## src/rtl/mips_muldiv_unit.sv

```systemverilog
// rtl/mips_muldiv_unit.sv - iterative MIPS mult/multu/div/divu unit owning HI/LO
module mips_muldiv_unit #(
    parameter int WIDTH = 32,
    parameter int CNT_W = $clog2(WIDTH + 1)
) (
    input  logic             clk,
    input  logic             rst,
    input  logic             start,
    input  logic [1:0]       op,
    input  logic [WIDTH-1:0] a,
    input  logic [WIDTH-1:0] b,
    input  logic             wr_hi,
    input  logic             wr_lo,
    input  logic [WIDTH-1:0] wr_data,
    output logic             busy,
    output logic             done,
    output logic             div_by_zero,
    output logic [WIDTH-1:0] hi,
    output logic [WIDTH-1:0] lo
);

    typedef enum logic [1:0] {IDLE, CALC, FIX} state_t;

    state_t               state, state_nxt;
    logic [CNT_W-1:0]     cnt;
    logic [2*WIDTH-1:0]   acc;
    logic [WIDTH-1:0]     opnd;
    logic                 sign_a, sign_b;
    logic [1:0]           op_r;
    logic                 dz;

    logic                 b_zero;
    logic                 in_sa, in_sb;
    logic [WIDTH-1:0]     mag_a, mag_b;
    logic [WIDTH:0]       mul_sum;
    logic [2*WIDTH-1:0]   mul_next;
    logic [WIDTH:0]       rem_sh, trial;
    logic [2*WIDTH-1:0]   div_next;
    logic [2*WIDTH-1:0]   prod_neg;
    logic [WIDTH-1:0]     res_hi, res_lo;

    // op[0] set means unsigned; op[1] set means divide
    assign b_zero = (b == '0);
    assign in_sa  = ~op[0] & a[WIDTH-1];
    assign in_sb  = ~op[0] & b[WIDTH-1];
    assign mag_a  = in_sa ? (~a + 1'b1) : a;
    assign mag_b  = in_sb ? (~b + 1'b1) : b;

    // acc holds {partial product, remaining multiplier}
    assign mul_sum  = {1'b0, acc[2*WIDTH-1:WIDTH]} + (acc[0] ? {1'b0, opnd} : '0);
    assign mul_next = {mul_sum, acc[WIDTH-1:1]};

    // acc holds {partial remainder, dividend shifting into quotient}
    assign rem_sh   = acc[2*WIDTH-1:WIDTH-1];
    assign trial    = rem_sh - {1'b0, opnd};
    assign div_next = trial[WIDTH] ? {rem_sh[WIDTH-1:0], acc[WIDTH-2:0], 1'b0}
                                   : {trial[WIDTH-1:0], acc[WIDTH-2:0], 1'b1};

    assign prod_neg = ~acc + 1'b1;

    always_comb begin
        res_hi = acc[2*WIDTH-1:WIDTH];
        res_lo = acc[WIDTH-1:0];
        if (!op_r[0]) begin
            if (!op_r[1]) begin
                if (sign_a ^ sign_b) begin
                    res_hi = prod_neg[2*WIDTH-1:WIDTH];
                    res_lo = prod_neg[WIDTH-1:0];
                end
            end else begin
                if (sign_a ^ sign_b) res_lo = ~acc[WIDTH-1:0] + 1'b1;
                if (sign_a)          res_hi = ~acc[2*WIDTH-1:WIDTH] + 1'b1;
            end
        end
    end

    always_comb begin
        state_nxt = state;
        case (state)
            IDLE:    if (start) state_nxt = (op[1] && b_zero) ? FIX : CALC;
            CALC:    if (cnt == CNT_W'(1)) state_nxt = FIX;
            FIX:     state_nxt = IDLE;
            default: state_nxt = IDLE;
        endcase
    end

    assign busy = (state != IDLE);

    always_ff @(posedge clk or posedge rst) begin
        if (rst) begin
            state       <= IDLE;
            cnt         <= '0;
            acc         <= '0;
            opnd        <= '0;
            sign_a      <= 1'b0;
            sign_b      <= 1'b0;
            op_r        <= '0;
            dz          <= 1'b0;
            done        <= 1'b0;
            div_by_zero <= 1'b0;
            hi          <= '0;
            lo          <= '0;
        end else begin
            state       <= state_nxt;
            done        <= 1'b0;
            div_by_zero <= 1'b0;
            case (state)
                IDLE: begin
                    if (start) begin
                        op_r   <= op;
                        sign_a <= in_sa;
                        sign_b <= in_sb;
                        dz     <= op[1] & b_zero;
                        cnt    <= CNT_W'(WIDTH);
                        opnd   <= op[1] ? mag_b : mag_a;
                        acc    <= {{WIDTH{1'b0}}, (op[1] ? mag_a : mag_b)};
                    end else begin
                        if (wr_hi) hi <= wr_data;
                        if (wr_lo) lo <= wr_data;
                    end
                end
                CALC: begin
                    cnt <= cnt - 1'b1;
                    acc <= op_r[1] ? div_next : mul_next;
                end
                FIX: begin
                    done <= 1'b1;
                    if (dz) begin
                        div_by_zero <= 1'b1;
                    end else begin
                        hi <= res_hi;
                        lo <= res_lo;
                    end
                end
                default: ;
            endcase
        end
    end

endmodule

```

## config.mk

```make
export PLATFORM = sky130hd
export DESIGN_NAME = mips_muldiv_unit
export DESIGN_NICKNAME = d
export VERILOG_FILES = /design/src/rtl/mips_muldiv_unit.sv
export SDC_FILE = /design/constraint.sdc
export NUM_CORES = 1
export LEC_CHECK = 0
export CAP_MARGIN = 10
export CORE_MARGIN = 1.5
export CORE_UTILIZATION = 45
export CTS_BUF_LIST = sky130_fd_sc_hd__clkbuf_16
export DETAILED_ROUTE_END_ITERATION = 8
export GPL_TIMING_DRIVEN = 0
export PLACE_DENSITY = 0.77
export SLEW_MARGIN = 25
export SYNTH_ARGS = -nofsm -noshare
export SYNTH_HDL_FRONTEND = slang
export SYNTH_SLANG_ARGS = --single-unit
```

## constraint.sdc

```tcl
create_clock -name clk -period 6.41 [get_ports clk]
set_clock_uncertainty 0.15 [all_clocks]
set_input_delay 0.641 -clock clk [delete_from_list [all_inputs] [get_ports clk]]
set_output_delay 0.641 -clock clk [all_outputs]
set_load 0.02 [all_outputs]
```

### After elaboration in Yosys (flattened, before gate mapping)

Cells that the tools add are included.
W data, S select, Z words.

| cells by class | value |
|---|---|
| $add $sub $neg | 8 |
| equal/unequal tests | 9 |
| muxes and demuxes | 34 |
| bitwise gates (word level) | 10 |
| reductions and logical operators | 11 |

Operator list:

| operator | count |
|---|---|
| $mux W32 | 19 |
| $mux W64 | 3 |
| $add A32 B1 Y32 const B | 4 |
| $not A32 Y32 | 4 |
| $pmux W32 S2 | 2 |
| $pmux W64 S2 | 1 |
| $add A64 B1 Y64 const B | 1 |
| $not A64 Y64 | 1 |
| $add A32 B32 Y33 | 1 |
| $sub A33 B32 Y33 | 1 |
| $logic_not A32 Y1 | 1 |
| $ne A2 B2 Y1 const B | 6 |
| $pmux W6 S2 | 1 |
| $reduce_and A4 Y1 | 2 |
| $eq A6 B1 Y1 const B | 1 |
| $mux W2 | 3 |
| $mux W6 | 1 |
| $reduce_and A2 Y1 | 3 |
| $reduce_bool A2 Y1 | 3 |
| $sub A6 B1 Y6 const B | 1 |
| $pmux W2 S2 | 1 |
| $and A1 B1 Y1 | 3 |
| $mux W1 | 3 |
| $eq A2 B1 Y1 const B | 1 |
| other kinds (5) | 5 |

| storage, ports and cells | value |
|---|---|
| register bits after elaboration | 175 |
| bits of input ports | 103 |
| output and inout bits | 67 |
| word-level logic and storage cells | 84 |

### Longest topological paths before layout

Gate-level depths: netlist of the first run.

| depth | value |
|---|---|
| depth in word-level cells | 7 |
| gate-level depth with buffers | 15 |

### Least setup slack after synthesis of the first run

OpenSTA, ideal clock, no wires.

| path | value |
|---|---|
| path type | flip-flop to flip-flop |
| start | register acc[31] |
| end | register acc[33] |
| arrival time | 3.197 ns |
| path slack | 2.937 ns |
| stages on the path, launching flop included | 15 |
| buffers on the path | 1 |
| period minus slack after synthesis | 3.473 ns |
| cells stage by stage | dfrtp_1 > inv_1 > ha_1 > fa_1 > nand2b_1 > a21o_1 > a31oi_2 > a41oi_2 > a2111oi_4 > o211a_1 > o21ai_2 > buf_2 > nand3_1 > o21ai_0 > a221o_1 |

| between the ends | value |
|---|---|
| longest elaborated chain between the ends | 4 |

Ends and longest elaborated chain:

| item | RTL line | source |
|---|---|---|
| start, declared | 26 | `logic [2*WIDTH-1:0] acc;` |
| start signal, assigned | 116 | `acc <= {{WIDTH{1'b0}}, (op[1] ? mag_a : mag_b)};` |
| start signal, assigned | 124 | `acc <= op_r[1] ? div_next : mul_next;` |
| $sub A33 B32 Y33 | 55 | `assign trial = rem_sh - {1'b0, opnd};` |
| $mux W64 | 56 | `assign div_next = trial[WIDTH] ? {rem_sh[WIDTH-1:0], acc[WIDTH-2:0], 1'b0}` |
| $mux W64 | 124 |  |
| $pmux W64 S2 | 107 | `case (state)` |

No other way between the ends.
A chain may end at the register's enable or synchronous reset.

### Worst setup path after layout of the first run

| path | value |
|---|---|
| start | register acc[31] |
| end | register acc[59] |

Same word-level chain as after synthesis.

==> results.json, run 1 <==
{
  "multi_input_area_um2": 10100,
  "path_max_fanout": 5,
  "grt_antenna_before_repair": 0,
  "worst-setup-path-type": "register to register",
  "rsz0062_at_grt": "no",
  "die_y_um": 187,
  "grt_remaining_overflow": 0,
  "leakagePower_nw": 7.46,
  "drt-total-wl_um": 57100,
  "ys_seq_area_share_pct": 28.8,
  "post-dp-hpwl_um": 45700,
  "synthesis.nets": 2118,
  "fin_crit_ps": 4380,
  "cts_setup_buffers": 0,
  "rows": 67,
  "max_freq_mhz": 228,
  "layout_common_cells": "nor2_1, nand2_1, dfrtp_1, clkdlybuf4s50_1, a21oi_1",
  "synth.distinct_cells": 92,
  "clk_latency_ps": 450,
  "postRouteAntennaNets": 0,
  "core-area_um2": 33400,
  "ff_latch_area_um2": 4380,
  "setup_violations": 0,
  "slew_headroom_pct": 47.2,
  "status": "complete, no violations",
  "arrival_ps": 4610,
  "synth_edf_count": 0,
  "ios": 170,
  "clkTransAtPathRegs_ps": 80,
  "cts_max_level": 4,
  "root_buffer": "clkbuf_16",
  "syn_to_final_growth_pct": 18.6,
  "drt_iter0_drc": 1839,
  "worst_slew_pin_slew_ps": 780,
  "gp_congestion": 0.975,
  "die_x_um": 187,
  "grtUsageTotal_pct": 32.1,
  "synthFlopType": "dfrtp_1",
  "first_pass_iters": 7,
  "holdBufCountCts": 0,
  "start_kind": "register",
  "cp-end-kind": "register",
  "vias": 16000,
  "hold_violations": 0,
  "layout.nets": 2307,
  "peakVddDrop_v": 0.000282,
  "drv_slew": 0,
  "grt_first_pass_wirelength_um": 87200,
  "synth-async-reset-ratio_pct": 100,
  "synth.avg_cell_area_um2": 7.83,
  "ys_seq_elements": 175,
  "drc_errors": 0,
  "critPathRequiredTime_ps": 6640,
  "diodes": 0,
  "pwr_density_cell_nw_per_um2": 615,
  "finalCritPeriodShare_pct": 68.4,
  "grt_max_degree": 92,
  "cts_tree": "done",
  "cts.sinks": 175,
  "cts_buffer_depth": 2,
  "drv_cap": 0,
  "whs_ps": 333,
  "fillCellCount": 3195,
  "design.die.area_um2": 34900,
  "cts_buffers": 17,
  "syn_area_um2": 15200,
  "fin_util_pct": 54.0,
  "drive_gt1_share_pct": 3.73,
  "synth_warnings": 0,
  "routedWlPerCell_um": 22.0,
  "numPortBuffers": 169,
  "start_util_pct": 45.5,
  "min_path_type": "register to register",
  "viasPerCell": 6.15,
  "grt_pass1_vias": 15100,
  "final_common_cell": "nor2_1",
  "synthesis.instances": 1943,
  "cts_resized": 0
}
[state kept, by name, summed over array words and instances (netlist names)]
register	cells
hi	32
div_by_zero	1
sign_b	1
state	2
cnt	6
dz	1
sign_a	1
opnd	32
op_r	2
lo	32
acc	64
done	1
[per-layer routing]
| metal | global-route usage [%] | vias to the layer above | part of all wire (%) |
|---|---|---|---|
| met4 | 13.8 | 0 | 4.2 |
| met3 | 5.63 | 131 | 7.9 |
| met5 | 0 | - | 0 |
| met1 | 41.9 | 7625 | 42 |
| li1 | - | 7385 | - |
| met2 | 52.2 | 815 | 46 |
[worst paths after layout]
kind / from / to / slack (ps) / cells past startpoint
worst max-delay path: acc[31] / acc[59] / 2030 / 13
worst min-delay path: lo[2] / lo[2] / 330 / 2
worst max register to register: acc[31] / acc[59] / 2030 / 13
worst min register to register: lo[2] / lo[2] / 330 / 2
max in group asynchronous: rst / acc[20] / 4690 / 3
min in group asynchronous: rst / hi[29] / 530 / 2
[worst max-delay path, stage by stage (launching register included)]
cell and delay (ps):
dfrtp_1 500, inv_1 160, ha_1 260, fa_1 400, nand2b_1 180, a21o_1 210, a31oi_2 270, a41oi_2 250
a2111oi_4 610, o211ai_2 200, a21oi_4 260, a211oi_1 80, a2111oi_0 590, a221o_1 190
[stage by stage]
step | std cells | TNS (ps) | worst slack (ps) | cell area [um2] | total power [W]
after detailed placement | 2561 | 0 | 2140 | 17500 | 0.00988
after CTS | 2593 | 0 | 2070 | 18100 | 0.0109
final | 2593 | 0 | 2030 | 18100 | 0.0111
after global routing | 2593 | 0 | 1840 | 18100 | 0.0119
after floorplan | 1943 | 0 | 874 | 15200 | 0.00755
after global placement | 2560 | -263400 | -1530 | 17500 | 0.00970
[area by class of cell]
type                    count  area share (%)
repair buffers            170            9.52
well taps                 448            3.10
clock inverters            15           0.686
inverters                  74            1.58
flip-flops and latches    175            24.3
clock buffers              17            2.36
multi-input cells        1575            55.9
plain buffers             119            2.59
[logic make-up after synthesis]
kind of cell | synth area share [%]
flops | 28.8
buf+inv | 4.90
fa+ha+maj | 6.02
mux | 3.22
xor+xnor | 9.78
compound gates | 26.3
simple gates | 21.0
[where the power goes]
group / internal, W / switching (W) / leakage [nW] / total [W]
logic: 0.00309 / 0.00465 / 5.08 / 0.00774
clock network: 0.000509 / 0.000515 / 0.269 / 0.00102
registers: 0.00166 / 0.000680 / 2.11 / 0.00234
total: 0.00526 / 0.00584 / 7.46 / 0.0111
[synth_stat cells, types with 19 or more instances]
| cell | number | area, um2 |
|---|---|---|
| a211oi_1 | 47 | 353 |
| a21o_1 | 19 | 143 |
| a21oi_1 | 166 | 831 |
| a22oi_1 | 20 | 150 |
| a31oi_1 | 25 | 156 |
| clkbuf_1 | 97 | 364 |
| dfrtp_1 | 175 | 4380 |
| ha_1 | 70 | 876 |
| inv_1 | 72 | 270 |
| mux2i_1 | 49 | 490 |
| nand2_1 | 192 | 721 |
| nand2b_1 | 23 | 144 |
| nand3_1 | 21 | 105 |
| nor2_1 | 247 | 927 |
| nor3_1 | 35 | 175 |
| o211ai_1 | 30 | 225 |
| o21ai_0 | 142 | 711 |
| o31ai_1 | 57 | 428 |
| xnor2_1 | 95 | 832 |
| xor2_1 | 75 | 657 |
Note: power is estimated with default switching activity, not from simulation.
==> run 2: changes to the inputs <==
--- a/config.mk
+++ b/config.mk
@@ -11,7 +11,7 @@
 export CTS_BUF_LIST = sky130_fd_sc_hd__clkbuf_16
 export DETAILED_ROUTE_END_ITERATION = 8
 export GPL_TIMING_DRIVEN = 0
-export PLACE_DENSITY = 0.77
+export PLACE_DENSITY = 0.8
 export SLEW_MARGIN = 25
 export SYNTH_ARGS = -nofsm -noshare
 export SYNTH_HDL_FRONTEND = slang
==> constraint.sdc (replaced) <==
create_clock -name clk -period 3.9 [get_ports clk]
set_clock_uncertainty 0.15 [all_clocks]
set_input_delay 0.39 -clock clk [delete_from_list [all_inputs] [get_ports clk]]
set_output_delay 0.39 -clock clk [all_outputs]
set_load 0.02 [all_outputs]
==> run 2 against run 1 <==
Via count grew 1.2%. Register-to-register slack lost 1900 ps. Sequential share of layout area shrank 0.44 points. Non-clock buffer count grew 6. Fmax grew 15%. First-iteration DRC count shrank 4.0%. Combinational power grew 69%. Worst setup slack lost 1900 ps. Critical endpoint is now acc[33]. Highest routed layer unchanged.
==> results.json, run 2 (synthesized netlist as in run 1, its figures left out) <==
{
  "status": "complete, no violations",
  "grt_antenna_before_repair": 0,
  "report.power.total_w": 0.0188,
  "cts_buffer_depth": 2,
  "pwr_density_cell_nw_per_um2": 1020,
  "start_util_pct": 45.5,
  "fin_crit_ps": 3820,
  "routedWlPerCell_um": 22.0,
  "critPathRequiredTime_ps": 4080,
  "grtUsageTotal_pct": 32.2,
  "rows": 67,
  "holdBufCountCts": 0,
  "path_max_fanout": 10,
  "dp.cells": 2566,
  "die_x_um": 187,
  "drv_slew": 0,
  "whs_ps": 135,
  "final_common_cell": "nor2_1",
  "fin_area_um2": 18400,
  "slew_headroom_pct": 42.7,
  "arrival_ps": 4000,
  "first_pass_iters": 8,
  "grt_max_degree": 34,
  "cts.sinks": 175,
  "design.die.area_um2": 34900,
  "fillCellCount": 3093,
  "drt-total-wl_um": 57200,
  "numPortBuffers": 169,
  "stdcell_count": 2599,
  "worst-setup-path-type": "register to register",
  "drt_iter0_drc": 1766,
  "cts_max_level": 4,
  "worst_slew_pin_slew_ps": 860,
  "clkTransAtPathRegs_ps": 90,
  "die_y_um": 187,
  "cp-end-kind": "register",
  "post-dp-hpwl_um": 46100,
  "vias": 16100,
  "layout_common_cells": "nor2_1, nand2_1, dfrtp_1, clkdlybuf4s50_1, a21oi_1",
  "grt_pass1_vias": 15400,
  "drc_errors": 0,
  "viasPerCell": 6.21,
  "largest-register": "acc",
  "core-area_um2": 33400,
  "leakagePower_nw": 7.57,
  "cts_tree": "done",
  "finalCritPeriodShare_pct": 97.9,
  "max_freq_mhz": 262,
  "hold_violations": 0,
  "peakVddDrop_v": 0.000484,
  "drive_gt1_share_pct": 5.35,
  "clk_latency_ps": 450,
  "diodes": 0,
  "drv_cap": 0,
  "largest_reg_flops": 64,
  "setup_violations": 0,
  "grt_first_pass_wirelength_um": 88400,
  "syn_to_final_growth_pct": 21.0,
  "ios": 170,
  "postRouteAntennaNets": 0,
  "gp_congestion": 1.02,
  "cts_buffers": 17,
  "grt_remaining_overflow": 0,
  "layout.nets": 2313,
  "root_buffer": "clkbuf_16",
  "min_path_type": "input pin to asynchronous set/reset pin",
  "dpl-instance-area_um2": 17600,
  "start_kind": "register"
}
run 2: cell count changes in the layout (fill, tap and decap cells not counted), moves of 4 or more:
cell,before,now
clkbuf_1,97,90
buf_4,2,7
a21oi_1,166,162
a21oi_2,0,4
buf_12,0,4
clkinv_8,0,4
dfrtp_1,175,171
dfrtp_2,0,4
inv_12,0,4
inv_6,5,1
run 2: stage by stage:
step / setup WS, ps / TNS (ps) / utilization, %
floorplan: 427 / 0 / -
finish: 83.0 / 0 / 55.0
detailed placement: -372 / -8530 / 52.7
global route: -11.7 / -11.7 / 55.0
global placement: -316 / -53050 / 52.3
CTS: 8.84 / 0 / 54.7
run 2: what timing repair did:
| item | CTS | global route |
|---|---|---|
| pin swaps | 2 | 3 |
| setup endpoints to repair | 39 | 31 |
| gates resized for setup | 13 | 26 |
| buffers inserted | 3 | 2 |
run 2: layout make-up:
cell class	instances	area [um2]	area share (%)
Inverter	74	282	1.53
Tap cell	448	561	3.04
Clock inverter	15	201	1.09
Buffer	115	472	2.56
Timing Repair Buffer	180	1860	10.1
Sequential cell	175	4380	23.8
Clock buffer	17	425	2.31
Multi-Input combinational cell	1575	10200	55.5
run 2: report_power, final:
group	internal [W]	total (W)	leakage, nW	switching (W)
Sequential	0.00273	0.00384	2.11	0.00111
Combinational	0.00528	0.0131	5.16	0.00783
Clock	0.000894	0.00185	0.303	0.000953
Total	0.00890	0.0188	7.57	0.00989
run 2: worst max-delay path, stage by stage (launching register included):
cell	delay [ps]
dfrtp_2	380
inv_1	100
ha_1	250
fa_2	350
nand2b_1	190
a21o_1	260
a31oi_4	250
a41oi_4	190
a2111oi_4	310
buf_4	220
o211a_4	190
nor3_2	80
nor2_4	290
o21ai_0	160
a221o_1	350
run 2: routing by layer:
metal | wire, um | vias to the layer above | global-route usage, %
met5 | 0 | - | 0
met1 | 23600 | 7678 | 42.3
li1 | - | 7411 | -
met3 | 4910 | 157 | 5.03
met4 | 3010 | 0 | 16.4
met2 | 25600 | 896 | 51.4
run 2: final timing paths:
| check | slack [ps] | depth (start not counted) | endpoint | start |
|---|---|---|---|---|
| max | 80 | 14 | acc[33] | acc[31] |
| min | 140 | 2 | lo[8] | rst |
| max reg2reg | 80 | 14 | acc[33] | acc[31] |
| min reg2reg | 330 | 2 | hi[11] | hi[11] |
| max in group asynchronous | 2330 | 6 | acc[37] | rst |
| min in group clk | 330 | 2 | hi[11] | hi[11] |
